**src/rtl/mips_wb_pkg.sv**
```systemverilog
// Shared definitions for the register write-back path.
//   - dst_sel encodings for selecting the destination register
//   - architectural register constants ($zero, $ra)
//   - write-back FSM state encoding
//   - metadata carried by each queued result entry
//   - resolve_dst(): maps dst_sel / rt / rd to a 5-bit register index
package mips_wb_pkg;

  typedef enum logic [1:0] {
    DstRt   = 2'b00,
    DstRd   = 2'b01,
    DstLink = 2'b10,
    DstRsvd = 2'b11
  } dst_sel_e;

  localparam logic [4:0] REG_ZERO = 5'd0;
  localparam logic [4:0] REG_RA   = 5'd31;

  typedef enum logic [1:0] {
    StIdle,
    StIssue,
    StWaitMem
  } wb_state_e;

  // Per-entry metadata; the data word is stored alongside it in the queue.
  typedef struct packed {
    logic       wr;
    logic       is_load;
    logic [4:0] dst;
  } wb_meta_t;

  // The reserved encoding resolves to $zero so it can never produce a write.
  function automatic logic [4:0] resolve_dst(input logic [1:0] sel,
                                             input logic [4:0] rt,
                                             input logic [4:0] rd);
    logic [4:0] dst;
    unique case (sel)
      DstRt:   dst = rt;
      DstRd:   dst = rd;
      DstLink: dst = REG_RA;
      default: dst = REG_ZERO;
    endcase
    return dst;
  endfunction

endpackage

```
**src/rtl/wb_fifo.sv**
```systemverilog
// In-order result queue for the write-back unit.
// Ports:
//   clk, rst_n          clock, synchronous active-low reset (flushes pointers/count)
//   push, push_meta,
//   push_data           enqueue one entry (caller guarantees !full)
//   pop                 dequeue the head (caller guarantees !empty)
//   full, empty, count  occupancy
//   head_meta/head_data peek at the oldest entry
//   next_is_load        is_load of the entry behind the head (valid when count > 1)
//   pend_valid/pend_reg oldest entry with wr=1, 0/0 if none
module wb_fifo
  import mips_wb_pkg::*;
#(
  parameter int unsigned DEPTH  = 2,
  parameter int unsigned DATA_W = 16
) (
  input  logic                          clk,
  input  logic                          rst_n,
  input  logic                          push,
  input  wb_meta_t                      push_meta,
  input  logic [DATA_W-1:0]             push_data,
  input  logic                          pop,
  output logic                          full,
  output logic                          empty,
  output logic [$clog2(DEPTH+1)-1:0]    count,
  output wb_meta_t                      head_meta,
  output logic [DATA_W-1:0]             head_data,
  output logic                          next_is_load,
  output logic                          pend_valid,
  output logic [4:0]                    pend_reg
);

  localparam int unsigned PtrW = (DEPTH > 1) ? $clog2(DEPTH) : 1;
  localparam int unsigned CntW = $clog2(DEPTH + 1);

  wb_meta_t          meta_q [DEPTH];
  logic [DATA_W-1:0] data_q [DEPTH];
  logic [PtrW-1:0]   rd_ptr_q, wr_ptr_q;
  logic [CntW-1:0]   count_q;

  // Storage is not reset; the pointers and count define what is valid.
  always_ff @(posedge clk) begin
    if (!rst_n) begin
      rd_ptr_q <= '0;
      wr_ptr_q <= '0;
      count_q  <= '0;
    end else begin
      if (push) begin
        meta_q[wr_ptr_q] <= push_meta;
        data_q[wr_ptr_q] <= push_data;
        wr_ptr_q         <= wr_ptr_q + PtrW'(1);
      end
      if (pop) begin
        rd_ptr_q <= rd_ptr_q + PtrW'(1);
      end
      unique case ({push, pop})
        2'b10:   count_q <= count_q + CntW'(1);
        2'b01:   count_q <= count_q - CntW'(1);
        default: ;
      endcase
    end
  end

  assign count        = count_q;
  assign full         = (count_q == CntW'(DEPTH));
  assign empty        = (count_q == '0);
  assign head_meta    = meta_q[rd_ptr_q];
  assign head_data    = data_q[rd_ptr_q];
  assign next_is_load = meta_q[rd_ptr_q + PtrW'(1)].is_load;

  // Walk youngest to oldest so the oldest writing entry wins.
  always_comb begin
    pend_valid = 1'b0;
    pend_reg   = REG_ZERO;
    for (int i = int'(DEPTH) - 1; i >= 0; i--) begin
      if ((CntW'(i) < count_q) && meta_q[rd_ptr_q + PtrW'(i)].wr) begin
        pend_valid = 1'b1;
        pend_reg   = meta_q[rd_ptr_q + PtrW'(i)].dst;
      end
    end
  end

endmodule

```
**src/rtl/reg_writeback_unit.sv**
```systemverilog
// Register-file write driver for the non-pipelined MIPS core.
// Takes completed-instruction results from execute, queues them in order, waits for
// load data where needed and issues one register-file write per committed instruction.
// Ports:
//   clk, rst_n                    clock, synchronous active-low reset
//   in_valid/in_ready             execute result handshake
//   in_wr_en, in_is_load,
//   in_dst_sel, in_rt, in_rd,
//   in_alu_data, in_link_data     result description and data
//   mem_valid, mem_data           load data return (single-cycle pulse)
//   write_reg/write_data/reg_write register-file write port (registered)
//   pend_valid/pend_reg           oldest uncommitted writing destination
//   retired_cnt                   count of issued writes (wraps)
module reg_writeback_unit
  import mips_wb_pkg::*;
#(
  parameter int unsigned DATA_W     = 16,
  parameter int unsigned FIFO_DEPTH = 2
) (
  input  logic              clk,
  input  logic              rst_n,
  input  logic              in_valid,
  output logic              in_ready,
  input  logic              in_wr_en,
  input  logic              in_is_load,
  input  logic [1:0]        in_dst_sel,
  input  logic [4:0]        in_rt,
  input  logic [4:0]        in_rd,
  input  logic [DATA_W-1:0] in_alu_data,
  input  logic [DATA_W-1:0] in_link_data,
  input  logic              mem_valid,
  input  logic [DATA_W-1:0] mem_data,
  output logic [4:0]        write_reg,
  output logic [DATA_W-1:0] write_data,
  output logic              reg_write,
  output logic              pend_valid,
  output logic [4:0]        pend_reg,
  output logic [15:0]       retired_cnt
);

  localparam int unsigned CntW = $clog2(FIFO_DEPTH + 1);

  // Incoming entry
  wb_meta_t          in_meta;
  logic [DATA_W-1:0] in_data;
  logic              accept;

  always_comb begin
    in_meta.dst     = resolve_dst(in_dst_sel, in_rt, in_rd);
    in_meta.is_load = in_is_load;
    in_meta.wr      = in_wr_en && (in_meta.dst != REG_ZERO) && (in_dst_sel != DstRsvd);
    in_data         = (in_dst_sel == DstLink) ? in_link_data : in_alu_data;
  end

  // Queue
  logic              fifo_push, fifo_pop, fifo_full, fifo_empty;
  logic [CntW-1:0]   fifo_count;
  wb_meta_t          head_meta;
  logic [DATA_W-1:0] head_data;
  logic              next_is_load;

  assign in_ready = !fifo_full;
  assign accept   = in_valid && in_ready;

  wb_fifo #(
    .DEPTH  (FIFO_DEPTH),
    .DATA_W (DATA_W)
  ) u_fifo (
    .clk          (clk),
    .rst_n        (rst_n),
    .push         (fifo_push),
    .push_meta    (in_meta),
    .push_data    (in_data),
    .pop          (fifo_pop),
    .full         (fifo_full),
    .empty        (fifo_empty),
    .count        (fifo_count),
    .head_meta    (head_meta),
    .head_data    (head_data),
    .next_is_load (next_is_load),
    .pend_valid   (pend_valid),
    .pend_reg     (pend_reg)
  );

  // Issue decision
  wb_state_e         state_q, state_d;
  logic              issue, bypass;
  logic              iss_wr;
  logic [4:0]        iss_dst;
  logic [DATA_W-1:0] iss_data;

  // StIdle implies the queue is empty. A non-load arriving then is issued on the
  // same edge it is accepted, so it never occupies a slot; loads always queue so
  // that mem_valid is only honoured once the load is already the head.
  always_comb begin
    issue    = 1'b0;
    bypass   = 1'b0;
    fifo_pop = 1'b0;
    iss_wr   = head_meta.wr;
    iss_dst  = head_meta.dst;
    iss_data = head_data;
    unique case (state_q)
      StIdle: begin
        if (accept && !in_is_load) begin
          bypass   = 1'b1;
          issue    = 1'b1;
          iss_wr   = in_meta.wr;
          iss_dst  = in_meta.dst;
          iss_data = in_data;
        end
      end
      StIssue: begin
        if (!fifo_empty) begin
          fifo_pop = 1'b1;
          issue    = 1'b1;
        end
      end
      StWaitMem: begin
        if (mem_valid && !fifo_empty) begin
          fifo_pop = 1'b1;
          issue    = 1'b1;
          iss_data = mem_data;
        end
      end
      default: ;
    endcase
  end

  assign fifo_push = accept && !bypass;

  // Next state follows whichever entry will be at the head after this edge.
  logic nxt_valid, nxt_is_load;

  always_comb begin
    nxt_valid   = 1'b0;
    nxt_is_load = 1'b0;
    if (fifo_pop) begin
      if (fifo_count > CntW'(1)) begin
        nxt_valid   = 1'b1;
        nxt_is_load = next_is_load;
      end else if (fifo_push) begin
        nxt_valid   = 1'b1;
        nxt_is_load = in_is_load;
      end
    end else if (!fifo_empty) begin
      nxt_valid   = 1'b1;
      nxt_is_load = head_meta.is_load;
    end else if (fifo_push) begin
      nxt_valid   = 1'b1;
      nxt_is_load = in_is_load;
    end

    if (!nxt_valid) begin
      state_d = StIdle;
    end else if (nxt_is_load) begin
      state_d = StWaitMem;
    end else begin
      state_d = StIssue;
    end
  end

  // State and registered write port
  logic [4:0]        write_reg_q;
  logic [DATA_W-1:0] write_data_q;
  logic              reg_write_q;
  logic [15:0]       retired_q;

  always_ff @(posedge clk) begin
    if (!rst_n) begin
      state_q      <= StIdle;
      reg_write_q  <= 1'b0;
      write_reg_q  <= REG_ZERO;
      write_data_q <= '0;
      retired_q    <= '0;
    end else begin
      state_q     <= state_d;
      reg_write_q <= issue && iss_wr;
      if (issue && iss_wr) begin
        write_reg_q  <= iss_dst;
        write_data_q <= iss_data;
        retired_q    <= retired_q + 16'd1;
      end
    end
  end

  assign write_reg   = write_reg_q;
  assign write_data  = write_data_q;
  assign reg_write   = reg_write_q;
  assign retired_cnt = retired_q;

endmodule
```
**config.mk**
```make
export PLATFORM = sky130hd
export DESIGN_NAME = reg_writeback_unit
export DESIGN_NICKNAME = d
export VERILOG_FILES = /design/src/rtl/mips_wb_pkg.sv /design/src/rtl/wb_fifo.sv /design/src/rtl/reg_writeback_unit.sv
export SDC_FILE = /design/constraint.sdc
export NUM_CORES = 1
export LEC_CHECK = 0
export CELL_PAD_IN_SITES_DETAIL_PLACEMENT = 1
export CELL_PAD_IN_SITES_GLOBAL_PLACEMENT = 1
export CORE_MARGIN = 8
export CORE_UTILIZATION = 36
export CTS_CLUSTER_DIAMETER = 150
export DETAILED_ROUTE_END_ITERATION = 12
export PLACE_DENSITY = 0.82
export SETUP_SLACK_MARGIN = 0.2
export SLEW_MARGIN = 20
export SYNTH_ARGS = -nofsm -noshare
export SYNTH_HDL_FRONTEND = slang
export SYNTH_HIERARCHICAL = 1
export SYNTH_SLANG_ARGS = --single-unit
```
**constraint.sdc**
```tcl
create_clock -name clk -period 2.6 [get_ports clk]
set_clock_uncertainty 0.05 [all_clocks]
set_input_delay 0.52 -clock clk [delete_from_list [all_inputs] [get_ports clk]]
set_output_delay 0.52 -clock clk [all_outputs]
set_load 0.01 [all_outputs]
```
After elaboration in Yosys (flattened, before gate mapping)
Memories as Yosys holds them, arrays and structs flattened. A register that Yosys moved wholly into a read port is not among the register bits.
Cells that the tools add are included.
{ "op_classes": {"add_sub_neg": 5, "n_lt_le_gt_ge": 3, "eq_ne": 8, "muxes": 35, "n_reduce_logical": 19} }
{ "ops": {"columns": ["operator", "count"], "rows": [
  ["16-bit two-way mux", 3],
  ["16-bit one-hot mux with 2 select lines", 1],
  ["1-bit two-way mux", 22],
  ["5-bit two-way mux", 4],
  ["16-bit by 1-bit adder with 16-bit output (second input constant)", 1],
  ["5-bit one-hot mux with 3 select lines", 1],
  ["1-bit logical AND", 9],
  ["2-bit == test (second input constant)", 4],
  ["2-bit by 1-bit == test with 1-bit output (second input constant)", 3],
  ["2-bit logical NOT", 3],
  ["5-bit nonzero test", 1],
  ["1-bit logical NOT", 4],
  ["1-bit by 2-bit less-than comparator with 1-bit output (first input constant)", 2],
  ["2-bit one-hot mux with 2 select lines", 1],
  ["1-bit one-hot mux with 3 select lines", 1],
  ["1-bit adder (second input constant)", 2],
  ["2-bit by 1-bit adder with 2-bit output (second input constant)", 1],
  ["2-bit by 1-bit > comparator with 1-bit output (second input constant)", 1],
  ["2-bit two-way mux", 1],
  ["2-bit inequality test (second input constant)", 1],
  ["1-bit one-hot mux with 2 select lines", 1],
  ["2-bit AND reduction", 1],
  ["2-bit nonzero test", 1],
  ["2-bit by 1-bit subtractor with 2-bit output (second input constant)", 1]
]} }
{ "word_totals": {"reg_bits": 44, "mem_bits_rw": 46, "out_inout_bits": 45, "memories": 2} }
{ "mem_list": {"columns": ["memory", "words", "word_bits", "rd", "rd_ports_with_merged_regs", "wr", "line", "source"], "rows": [
  ["u_fifo.data_q", 2, 16, 1, 1, 1, "wb_fifo.sv:37", "logic [DATA_W-1:0] data_q [DEPTH];"],
  ["u_fifo.meta_q", 2, 7, 2, 1, 1, "wb_fifo.sv:36", "wb_meta_t meta_q [DEPTH];"]
]} }

Depth between registers and ports, before layout
Gate-level depths: netlist (run 1).
{ "logic_depth": {"word_depth": 12, "ltp_mapped": 10} }

Hierarchy
Netlist (run 1), hierarchy kept.
{ "by_module_without_submodules": {"columns": ["mod", "n_inst", "cells_per_inst", "area_each_um2"], "rows": [
  ["reg_writeback_unit", 1, 312, 2902.8],
  ["wb_fifo", 1, 116, 2120.8]
]} }

Worst setup path before layout (run 1)
Ideal clock, no wire load.
{ "synth_path": {"path_kind": "reg2reg", "from": "reg state_q[0]", "to": "mem u_fifo.data_q[0][0] (enable)", "setup_time_ns": 0.403, "t_arrival_ns": 2.070, "t_required_ns": 2.147, "slack_ns": 0.077, "stages_incl_launch_ff": 8, "path_buffers": 1, "period_less_slack_ns": 2.523, "path_cell_list": "dfxtp_1 inv_1 ha_1 buf_2 nand2b_1 and3_1 nand2_1 nor2_1"} }
{ "synth_via": {"elab_chain_cells": 7} }
{ "synth_lines": {"columns": ["item", "line", "source"], "rows": [
  ["start, declared", "reg_writeback_unit.sv:86", "wb_state_e state_q, state_d;"],
  ["start signal, assigned", "reg_writeback_unit.sv:170", "state_q <= StIdle;"],
  ["start signal, assigned", "reg_writeback_unit.sv:176", "state_q <= state_d;"],
  ["2-bit logical NOT", "reg_writeback_unit.sv:102", "unique case (state_q)"],
  ["1-bit two-way mux", "reg_writeback_unit.sv:102", null],
  ["1-bit logical NOT", "reg_writeback_unit.sv:129", "assign fifo_push = accept && !bypass;"],
  ["1-bit logical AND", "reg_writeback_unit.sv:129", null],
  ["named net fifo_push", "reg_writeback_unit.sv:56", "logic fifo_push, fifo_pop, fifo_full, fifo_empty;"],
  ["1-bit two-way mux", "wb_fifo.sv:48", "if (push) begin"],
  ["1-bit two-way mux", "wb_fifo.sv:43", "if (!rst_n) begin"],
  ["1-bit two-way mux (implied by the code)", "wb_fifo.sv:50", "data_q[wr_ptr_q] <= push_data;"],
  ["end, declared", "wb_fifo.sv:37", null]
]} }
The timed path passes the listed nets, and every way through them passes these cells.

==> implementation parameters, run 1 <==
Parameter                              Value

Global routing
  Vias in the first global route ... 4527
  Total grt overflow ... 0
  Wire length of the first global-routing pass ... 24.7 mm
  Antenna violations before repair ... 0
  GRT Total Usage ... 17.4%
  Largest net degree at the start of global routing ... 56

STA
  Max Transition Viols Final ... 0
  Unrepaired setup endpoints after global routing ... true
  Least-Margin Pin Slew ... 0.593 ns
  Tcrit/Tclk final ... 90.2%
  # setup viols final ... 0
  Final worst path period need ... 2.35 ns
  Worst path setup slack after routing ... 0.254 ns
  Final number of hold-violating endpoints ... 0
  Highest attainable clock frequency ... 0.426 GHz
  Max-slew headroom at the worst pin ... 60.4%

Floorplanning
  I/O pins ... 111
  Total Die Area ... 0.0180 sq mm
  Vertical extent of the die ... 134 microns
  Core box area ... 0.0138 sq mm
  Standard-cell row count ... 43
  Effective utilization at floorplan ... 36.5%
  Die width ... 134 microns

Cells and area
  Footprint of the multi-input gates ... 0.00262 sq mm
  Register area ... 0.00228 sq mm
  Max reg flops ... 32
  Final-stage net count ... 632
  Final design area excluding fillers ... 0.00690 sq mm
  Diode insertion count for antenna repair ... 0
  Layout cell share with drive strength beyond 1 ... 29.2%
  P&R area growth vs syn ... 37.3%
  Register with the most flip-flops ... u_fifo/data_q
  Number of fill cells ... 1470

Logic synthesis
  Fraction of the yosys area taken by sequential cells ... 45.4%
  Seq cells post-synth ... 91
  Library cell occupying the most area in the post-synthesis netlist ... sky130_fd_sc_hd__edfxtp_1
  Mapped Nets ... 503
  Synth top area cells ... sky130_fd_sc_hd__edfxtp_1 (27%), sky130_fd_sc_hd__dfxtp_1 (18%), sky130_fd_sc_hd__mux2_2 (11%)
  Simple-gate portion of the synthesized area ... 13.5%
  Xor-xnor portion of the synthesized cell area ... 0.697%
  Predominant post-synthesis flop cell ... sky130_fd_sc_hd__edfxtp_1
  Cell count after synthesis ... 428
  Number of distinct library cells after synthesis ... 57
  Share of Yosys cell area claimed by the top area cell type ... 27.5%
  Proportion of synthesized flip-flops having asynchronous set or reset ... 0%
  Yosys synthesis warning count ... 6
  Adder-cell area share of the yosys netlist ... 2.24%
  Largest family of logic cells by synthesized area ... multiplexers
  Post-Synthesis Mean Instance Area ... 11.7 sq um
  Commonest cells post-synth ... sky130_fd_sc_hd__mux2_2 (51), sky130_fd_sc_hd__edfxtp_1 (46), sky130_fd_sc_hd__dfxtp_1 (45), sky130_fd_sc_hd__nand2_1 (32), sky130_fd_sc_hd__nand4_1 (26)
  Fraction of synthesized area in multiplexers ... 17.9%
  Library cell with the highest instance count after synthesis ... sky130_fd_sc_hd__mux2_2
  Area fraction in compound gates after synthesis ... 15.3%
  Post-synth design cell area ... 0.00502 sq mm
  Number of enable flip-flop cells after synthesis ... 46

Clocking
  Number of sinks on the clock net ... 91
  Num CTS Buffers ... 9
  Clock tree buffer depth ... 2
  H-Tree Level Count ... 3
  Clock tree root driver cell ... sky130_fd_sc_hd__clkbuf_16
  Insertion delay of the later-clocked pin in the worst-skew pair ... 0.34 ns
  Clock tree from TritonCTS ... built
  CTS clock-pin slew for the worst setup and hold paths ... 0.06 ns

Route
  Drt pass-1 iters ... 5
  Detailed-route via count ... 4091
  Per-cell routed wire length ... 21.8 microns
  Post-route DRC ... 0
  Total routed wirelength ... 16.2 mm
  Detailed Route Iter0 Violations ... 366
  Count of nets left with antenna violations after detail routing ... 0
  Via count normalized by instance count ... 5.51

Power
  Largest vdd supply drop ... 355 uV
  Leakage dissipation ... 2.39 nW
  Cell Pwr Density ... 569 mW/mm^2

Job
  Number of maximum-capacitance violations ... 0

Worst setup path
  Element type at the critical path start ... flop
  Critical path data required time ... 2.03 ns
  Kind of end point of the critical path ... output port
  Maximum fanout along the worst path ... 4
  Arrival time worst endpoint ... 1.78 ns
  Kind of critical path ... reg2out

Placement
  Setup WS pre-CTS ... -0.372 ns
  HPWL after DPL ... 11.3 mm
  GPL Wtd Cong ... 0.788
  Placed instance area ... 0.00641 sq mm
  # port buffers ... 110

Status
  Status ... finished clean

Min path
  Classification of the worst-slack hold path ... reg2reg
critical path, cell delays in order, from the launching register on:
cell and delay, ns:
sky130_fd_sc_hd__dfxtp_2 0.37, sky130_fd_sc_hd__mux2i_4 0.28, sky130_fd_sc_hd__buf_4 0.17, sky130_fd_sc_hd__nor2_4 0.05, sky130_fd_sc_hd__buf_4 0.16, sky130_fd_sc_hd__o2bb2ai_2 0.12
sky130_fd_sc_hd__dlygate4sd2_1 0.30
placed cells by master, fill, tap and decap left out, types with 3 or more instances in the layout:
cell and count:
sky130_fd_sc_hd__o2bb2ai_2 5, sky130_fd_sc_hd__clkdlybuf4s50_1 103, sky130_fd_sc_hd__edfxtp_1 46, sky130_fd_sc_hd__a21oi_2 9, sky130_fd_sc_hd__o31ai_2 16, sky130_fd_sc_hd__buf_12 3, sky130_fd_sc_hd__and3_1 5, sky130_fd_sc_hd__and4_1 3
sky130_fd_sc_hd__o21ai_0 10, sky130_fd_sc_hd__and2_1 6, sky130_fd_sc_hd__mux2_4 4, sky130_fd_sc_hd__buf_4 32, sky130_fd_sc_hd__nor2_1 11, sky130_fd_sc_hd__nor3_1 3, sky130_fd_sc_hd__nand4_1 26, sky130_fd_sc_hd__clkinvlp_4 3
sky130_fd_sc_hd__dlygate4sd2_1 4, sky130_fd_sc_hd__nand2b_1 18, sky130_fd_sc_hd__nand2_1 32, sky130_fd_sc_hd__dfxtp_1 43, sky130_fd_sc_hd__nand3_1 3, sky130_fd_sc_hd__inv_1 11, sky130_fd_sc_hd__mux2_2 51, sky130_fd_sc_hd__ha_1 8
sky130_fd_sc_hd__nor2b_1 3, sky130_fd_sc_hd__o31ai_1 4, sky130_fd_sc_hd__a222oi_1 15, sky130_fd_sc_hd__mux2i_1 24, sky130_fd_sc_hd__clkbuf_16 10, sky130_fd_sc_hd__buf_6 3, sky130_fd_sc_hd__a21oi_1 3
metrics by stage:
stage	hold WS, ns	setup TNS [ns]	instances	total power [mW]	utilization (%)
2_1_floorplan	0.436	0	428	2.20	-
3_3_place_gp	0.413	-5.01	718	2.55	46.5
3_5_place_dp	0.430	-9.24	718	2.59	46.5
4_1_cts	0.439	0	738	3.92	49.4
5_1_grt	0.468	0	742	4.06	50.1
6_report	0.436	0	742	3.93	50.1
final timing paths:
kind                                      from              end  slack (ns)  depth (start not counted)
worst min register to register  write_data[11]   write_data[11]        0.44                          2
worst min-delay path            write_data[11]   write_data[11]        0.44                          2
worst max-delay path                      flop      pend_reg[2]        0.25                          6
worst max register to register      state_q[1]  retired_cnt[15]        0.26                         10
what timing repair did:
item	4_1_cts	5_1_grt
cloned	1	1
endpoints found under the setup margin	42	31
gates resized for setup	17	10
pin swaps	3	6
buffers inserted	3	3
hold buffers	0	0
per-layer routing:
layer	vias up	share of wire, %	global-route usage, %
met5	-	0	0
met4	0	2.3	7.67
met3	21	5.2	3.48
met2	116	51	30.7
met1	2061	41	20.0
li1	1893	-	-
where the power goes:
group | switching, mW | total (mW) | internal, mW
clock network | 0.571 | 1.30 | 0.732
registers | 0.0467 | 1.65 | 1.60
logic | 0.505 | 0.978 | 0.473
final cells by class:
type	instances	area share (%)
sequential	91	33.1
clock buffer	11	3.83
timing repair buffer	148	20.7
multi-input combinational	296	38.0
inverter	11	0.599
tap	180	3.27
clock inverter	5	0.508
cell families (layout without fill, tap and decap cells):
| family | Yosys count | count (layout) |
|---|---|---|
| AO/OA/AOI/OAI | 80 | 80 |
| XOR/XNOR | 4 | 4 |
| adder cells (fa/ha/maj) | 9 | 9 |
| buffers and inverters | 43 | 175 |
| flip-flops | 91 | 91 |
| multiplexers | 80 | 80 |
| AND/OR/NAND/NOR | 121 | 123 |
Note: power is estimated with default switching activity, not from simulation.
==> inputs of run 2 (changes only) <==
- REMOVE_ABC_BUFFERS: unset -> 1
==> run 2 against run 1 <==
Critical path depth up 1. Highest routed layer unchanged. Via count is 1.1% higher. Non-clock buffer count is 6 higher. Critical path type is now in2reg. Count of clock-buffer cells in the layout unchanged.
==> implementation parameters, run 2 (synthesis results as in run 1) <==
Parameter                              Value

Floorplanning
  Die width ... 134 microns
  I/O pins ... 111
  Core box area ... 0.0138 sq mm
  Standard-cell row count ... 43
  Total Die Area ... 0.0180 sq mm
  Vertical extent of the die ... 134 microns
  Effective utilization at floorplan ... 36.5%

Cells and area
  P&R area growth vs syn ... 36.8%
  Core utilization of the finished layout ... 49.9%
  Max reg flops ... 32
  Diode insertion count for antenna repair ... 0
  Number of fill cells ... 1502
  Register with the most flip-flops ... u_fifo/data_q
  Final-stage net count ... 636
  Layout cell share with drive strength beyond 1 ... 29.3%
  Most common library cell in the layout ignoring fill and taps ... sky130_fd_sc_hd__clkdlybuf4s50_1
  Commonest cells after routing, fill and taps aside ... sky130_fd_sc_hd__clkdlybuf4s50_1 (101), sky130_fd_sc_hd__mux2_2 (50), sky130_fd_sc_hd__edfxtp_1 (46), sky130_fd_sc_hd__dfxtp_1 (43), sky130_fd_sc_hd__buf_4 (38)

Worst setup path
  Arrival time worst endpoint ... 2.51 ns
  Worst setup endpoint ... write_data[7]
  CP Buf/Inv Count ... 3
  Cell depth of the worst setup path ... 7
  Delay contributed by the slowest stage of the critical path ... 0.52 ns
  Worst Reg-to-Reg Cells ... 8
  Kind of critical path ... in2reg
  CP max stage cell ... sky130_fd_sc_hd__clkdlybuf4s50_1
  Maximum fanout along the worst path ... 9
  Ordered list of cells on the worst path ... clkdlybuf4s50_1, buf_4, nor3b_4, buf_6, mux2_2, a222oi_1, o31ai_2
  Startpoint of the worst setup timing path ... in_is_load
  Family with the most delay on the worst path ... buffers and inverters
  Kind of end point of the critical path ... flop
  Reg2reg setup slack ... 0.30 ns
  Critical R2R Capture ... write_data[0]
  Worst flop-to-flop path startpoint ... u_fifo/count[0]
  Critical path data required time ... 2.74 ns
  Element type at the critical path start ... input pin

Clocking
  Clock tree root driver cell ... sky130_fd_sc_hd__clkbuf_16
  Num CTS Buffers ... 9
  CTS clock-pin slew for the worst setup and hold paths ... 0.07 ns
  Clock tree buffer depth ... 2
  Clock tree from TritonCTS ... built
  Number of sinks on the clock net ... 91
  Total of hold buffers inserted after clock tree synthesis ... 0
  H-Tree Level Count ... 3
  Insertion delay of the later-clocked pin in the worst-skew pair ... 0.34 ns

Min path
  Classification of the worst-slack hold path ... reg2reg

Route
  Detailed-route via count ... 4136
  Post-route DRC ... 0
  Total routed wirelength ... 16.1 mm
  Drt pass-1 iters ... 5
  Via count normalized by instance count ... 5.54
  Per-cell routed wire length ... 21.6 microns
  Detailed Route Iter0 Violations ... 260
  Count of nets left with antenna violations after detail routing ... 0

STA
  Tcrit/Tclk final ... 91.0%
  Unrepaired setup endpoints after global routing ... false
  Final worst path period need ... 2.37 ns
  Max Transition Viols Final ... 0
  # setup viols final ... 0
  Least-Margin Pin Slew ... 1.09 ns
  Max-slew headroom at the worst pin ... 26.9%
  Highest attainable clock frequency ... 0.423 GHz
  Final number of hold-violating endpoints ... 0

Global routing
  GRT Total Usage ... 17.8%
  Total grt overflow ... 0
  Largest net degree at the start of global routing ... 50
  Wire length of the first global-routing pass ... 25.1 mm
  Vias in the first global route ... 4624
  Antenna violations before repair ... 0

Power
  Total power after layout ... 3.85 mW
  Largest vdd supply drop ... 344 uV
  Cell Pwr Density ... 560 mW/mm^2
  Leakage dissipation ... 2.41 nW

Placement
  # port buffers ... 110
  HPWL after DPL ... 11.6 mm
  GPL Wtd Cong ... 0.842

Status
  Status ... finished clean

Job
  Number of maximum-capacitance violations ... 0
run 2: cell count changes in the layout (fill, tap and decap cells not counted), moves of 3 or more:
cell	previous run	this run
sky130_fd_sc_hd__clkinvlp_4	3	0
sky130_fd_sc_hd__clkdlybuf4s15_1	1	4
sky130_fd_sc_hd__o2bb2ai_1	0	3
sky130_fd_sc_hd__buf_4	32	38
run 2: stage by stage:
stage               setup slack, ns  cell area, sq um  instances  setup TNS (ns)  hold WS (ns)
floorplan                    -0.762              4820        396          -16.84         0.436
global placement            -0.0506              6490        726          -0.417         0.403
detailed placement           -0.209              6490        726           -2.44         0.428
CTS                          0.0255              6800        744               0         0.437
global route                  0.178              6870        746               0         0.468
finish                        0.234              6870        746               0         0.436
run 2: how the worst min path moves through the flow:
stage | from | endpoint | slack, ns | cells after the start
after detailed placement | write_data[2] | write_data[2] | 0.43 | 2
after global routing | write_data[2] | write_data[2] | 0.47 | 2
after global placement | retired_cnt[15] | retired_cnt[15] | 0.40 | 2
after floorplan | retired_cnt[15] | retired_cnt[15] | 0.44 | 2
final | write_data[2] | write_data[2] | 0.44 | 2
after CTS | write_data[2] | write_data[2] | 0.44 | 2
run 2: area by class of cell:
cell class	count	area, sq um	area share [%]
Inverter	11	41.3	0.601
Multi-Input combinational cell	294	2560	37.3
Timing Repair Buffer	154	1490	21.7
Sequential cell	91	2280	33.2
Clock buffer	11	233	3.39
Tap cell	180	225	3.28
Clock inverter	5	36.3	0.528
run 2: timing repair:
action                                  in CTS  in global routing
buffers inserted                             2                  1
gates resized for setup                     11                 16
pin swaps                                    2                  4
cloned                                       0                  1
endpoints found under the setup margin      15                 32
run 2: worst min-delay path, delay by kind of cell, from the launching register on:
family,cells,cell delay (ns)
AND/OR/NAND/NOR,1,0.07
AO/OA/AOI/OAI,1,0.06
flip-flops,1,0.32
run 2: per-layer routing:
layer | wire [microns] | GRT usage (%) | share of wire, %
met5 | 0 | 0 | 0
met4 | 284 | 5.05 | 1.8
met3 | 1080 | 5.76 | 6.7
met2 | 8200 | 30.8 | 51
met1 | 6520 | 20.4 | 41
run 2: power by group:
group	internal (mW)	leakage [nW]	total, mW	switching [mW]
registers	1.60	0.784	1.65	0.0465
clock network	0.654	0.134	1.21	0.559
logic	0.473	1.49	0.990	0.517
total	2.73	2.41	3.85	1.12
==> inputs of run 3 (changes only) <==
- ABC_AREA: unset -> 1
- CORE_UTILIZATION: 36 -> 33
==> run 3 against run 2 <==
Via count grew 20%. Die area rose by 7.8%. Area after synthesis is 0.22% lower.
==> implementation parameters, run 3 <==
Parameter                              Value

Status
  Status ... finished clean

Logic synthesis
  Commonest cells post-synth ... sky130_fd_sc_hd__nand2_1 (213), sky130_fd_sc_hd__nand3_1 (97), sky130_fd_sc_hd__inv_1 (61), sky130_fd_sc_hd__edfxtp_1 (46), sky130_fd_sc_hd__dfxtp_1 (45)
  Library cell occupying the most area in the post-synthesis netlist ... sky130_fd_sc_hd__edfxtp_1
  Proportion of synthesized flip-flops having asynchronous set or reset ... 0%
  Number of distinct library cells after synthesis ... 38
  Predominant post-synthesis flop cell ... sky130_fd_sc_hd__edfxtp_1
  Xor-xnor portion of the synthesized cell area ... 2.45%
  Yosys synthesis warning count ... 6
  Number of enable flip-flop cells after synthesis ... 46
  Simple-gate portion of the synthesized area ... 31.3%
  Largest family of logic cells by synthesized area ... simple AND/OR/NAND/NOR gates
  Post-synth design cell area ... 0.00501 sq mm
  Synth top area cells ... sky130_fd_sc_hd__edfxtp_1 (28%), sky130_fd_sc_hd__dfxtp_1 (18%), sky130_fd_sc_hd__nand2_1 (16%)
  Area fraction in compound gates after synthesis ... 9.61%
  Library cell with the highest instance count after synthesis ... sky130_fd_sc_hd__nand2_1
  Fraction of the yosys area taken by sequential cells ... 45.5%
  Post-Synthesis Mean Instance Area ... 7.87 sq um
  Adder-cell area share of the yosys netlist ... 2.25%
  Share of Yosys cell area claimed by the top area cell type ... 27.6%
  Cell count after synthesis ... 637
  Seq cells post-synth ... 91
  Fraction of synthesized area in multiplexers ... 0.225%

Floorplanning
  Vertical extent of the die ... 139 microns
  I/O pins ... 111
  Effective utilization at floorplan ... 33.3%
  Total Die Area ... 0.0194 sq mm
  Core box area ... 0.0150 sq mm
  Die width ... 139 microns
  Standard-cell row count ... 45

Placement
  # port buffers ... 110
  GPL Wtd Cong ... 0.879
  Placed instance area ... 0.00641 sq mm
  HPWL after DPL ... 12.7 mm

Min path
  Classification of the worst-slack hold path ... reg2reg

STA
  Final number of hold-violating endpoints ... 0
  Max Transition Viols Final ... 0
  Fin Setup TNS ... 0 ns
  Highest attainable clock frequency ... 0.433 GHz
  # setup viols final ... 0
  Tcrit/Tclk final ... 88.9%
  Final worst path period need ... 2.31 ns
  Max-slew headroom at the worst pin ... 61.1%
  Unrepaired setup endpoints after global routing ... true
  Hold slack ... 0.431 ns
  Least-Margin Pin Slew ... 0.583 ns

Clocking
  CTS clock-pin slew for the worst setup and hold paths ... 0.07 ns
  Clock tree buffer depth ... 2
  Number of sinks on the clock net ... 91
  H-Tree Level Count ... 3
  Num CTS Buffers ... 9
  Insertion delay of the later-clocked pin in the worst-skew pair ... 0.35 ns
  Clock tree root driver cell ... sky130_fd_sc_hd__clkbuf_16
  Clock tree from TritonCTS ... built

Cells and area
  Register with the most flip-flops ... u_fifo/data_q
  Final design area excluding fillers ... 0.00678 sq mm
  Final-stage net count ... 836
  P&R area growth vs syn ... 35.3%
  Layout cell share with drive strength beyond 1 ... 12.3%
  Commonest cells after routing, fill and taps aside ... sky130_fd_sc_hd__nand2_1 (213), sky130_fd_sc_hd__clkdlybuf4s50_1 (104), sky130_fd_sc_hd__nand3_1 (96), sky130_fd_sc_hd__inv_1 (61), sky130_fd_sc_hd__edfxtp_1 (46)
  Diode insertion count for antenna repair ... 0
  Max reg flops ... 32
  Most common library cell in the layout ignoring fill and taps ... sky130_fd_sc_hd__nand2_1

Worst setup path
  Maximum fanout along the worst path ... 24
  Arrival time worst endpoint ... 2.52 ns
  Kind of critical path ... in2reg
  Most frequent CP cell ... sky130_fd_sc_hd__nand2_1
  Kind of end point of the critical path ... flop
  Critical path data required time ... 2.81 ns
  Family with the most delay on the worst path ... buffers and inverters
  Element type at the critical path start ... input pin
  CP Buf/Inv Count ... 3
  Delay contributed by the slowest stage of the critical path ... 0.62 ns
  CP max stage cell ... sky130_fd_sc_hd__clkdlybuf4s50_1
  Ordered list of cells on the worst path ... clkdlybuf4s50_1, inv_2, nand2_1, nand2_1, nand2_1, nand2_1, o21bai_4, nand2_4, nand2_8, buf_6, nand2_1, a21oi_1

Job
  Number of maximum-capacitance violations ... 0

Global routing
  Vias in the first global route ... 5387
  Largest net degree at the start of global routing ... 25
  Antenna violations before repair ... 0
  Total grt overflow ... 0
  Wire length of the first global-routing pass ... 28.4 mm
  GRT Total Usage ... 18.2%

Route
  Drt pass-1 iters ... 4
  Via count normalized by instance count ... 5.20
  Detailed-route via count ... 4963
  Total routed wirelength ... 17.6 mm
  Per-cell routed wire length ... 18.5 microns
  Post-route DRC ... 0
  Count of nets left with antenna violations after detail routing ... 0
  Detailed Route Iter0 Violations ... 285

Power
  Cell Pwr Density ... 728 mW/mm^2
  Leakage dissipation ... 2.82 nW
  Largest vdd supply drop ... 325 uV
  Total power after layout ... 4.93 mW
[run 3: logic make-up after synthesis]
kind of cell             Yosys count
XOR/XNOR                          14
multiplexers                       1
adder cells (fa/ha/maj)            9
flip-flops                        91
AO/OA/AOI/OAI                     68
buffers and inverters             94
AND/OR/NAND/NOR                  360
[run 3: power by group]
part	switching, mW	leakage, nW	internal, mW	total, mW
Sequential	0.101	0.787	1.68	1.78
Clock	0.573	0.156	0.875	1.45
Combinational	1.01	1.87	0.692	1.70
[run 3: worst register-to-register path, cell delays in order (launching register included)]
cell                      delay [ns]
sky130_fd_sc_hd__dfxtp_1        0.34
sky130_fd_sc_hd__inv_1          0.09
sky130_fd_sc_hd__ha_1           0.22
sky130_fd_sc_hd__inv_2          0.05
sky130_fd_sc_hd__nand2_1        0.07
sky130_fd_sc_hd__nor2_1         0.16
sky130_fd_sc_hd__nand2_1        0.16
sky130_fd_sc_hd__inv_2          0.09
sky130_fd_sc_hd__buf_4          0.26
sky130_fd_sc_hd__nand2_4        0.11
sky130_fd_sc_hd__nand2_8        0.09
sky130_fd_sc_hd__buf_6          0.23
sky130_fd_sc_hd__nand2_1        0.08
sky130_fd_sc_hd__a21oi_1        0.18
[run 3: per-layer routing]
| layer | GRT usage [%] | vias up | routed length, microns |
|---|---|---|---|
| met5 | 0 | - | 0 |
| met4 | 5.78 | 0 | 310 |
| met3 | 4.21 | 22 | 932 |
| met2 | 33.0 | 159 | 9080 |
| met1 | 20.8 | 2441 | 7320 |
| li1 | - | 2341 | - |
[run 3: final timing paths]
check        cells past startpoint             end            start  slack [ns]
max                             12  retired_cnt[3]    in_dst_sel[1]        0.29
max reg2reg                     13  retired_cnt[3]  u_fifo/count[0]        0.35
min                              2   write_data[0]    write_data[0]        0.43
min reg2reg                      2   write_data[0]    write_data[0]        0.43
[run 3: what timing repair did]
| item | 4_1_cts | 5_1_grt |
|---|---|---|
| buffers inserted | 2 | 2 |
| endpoints found under the setup margin | 6 | 33 |
| pin swaps | 0 | 1 |
| hold buffers | 0 | 0 |
| resized for setup | 10 | 15 |
| cloned | 0 | 1 |
[run 3: final cells by class]
| type | count | area, sq um |
|---|---|---|
| Sequential cell | 91 | 2290 |
| Multi-Input combinational cell | 453 | 2330 |
| Clock inverter | 5 | 85.1 |
| Timing Repair Buffer | 141 | 1350 |
| Inverter | 65 | 244 |
| Clock buffer | 11 | 243 |
| Tap cell | 188 | 235 |
| Fill cell | 1802 | 8250 |
[run 3: stage by stage]
stage,worst slack [ns],std cells,utilization [%]
2_1_floorplan,-1.09,608,-
3_3_place_gp,0.0148,933,42.6
3_5_place_dp,-0.0854,933,42.6
4_1_cts,0.153,951,44.9
5_1_grt,0.167,954,45.1
6_report,0.288,954,45.1
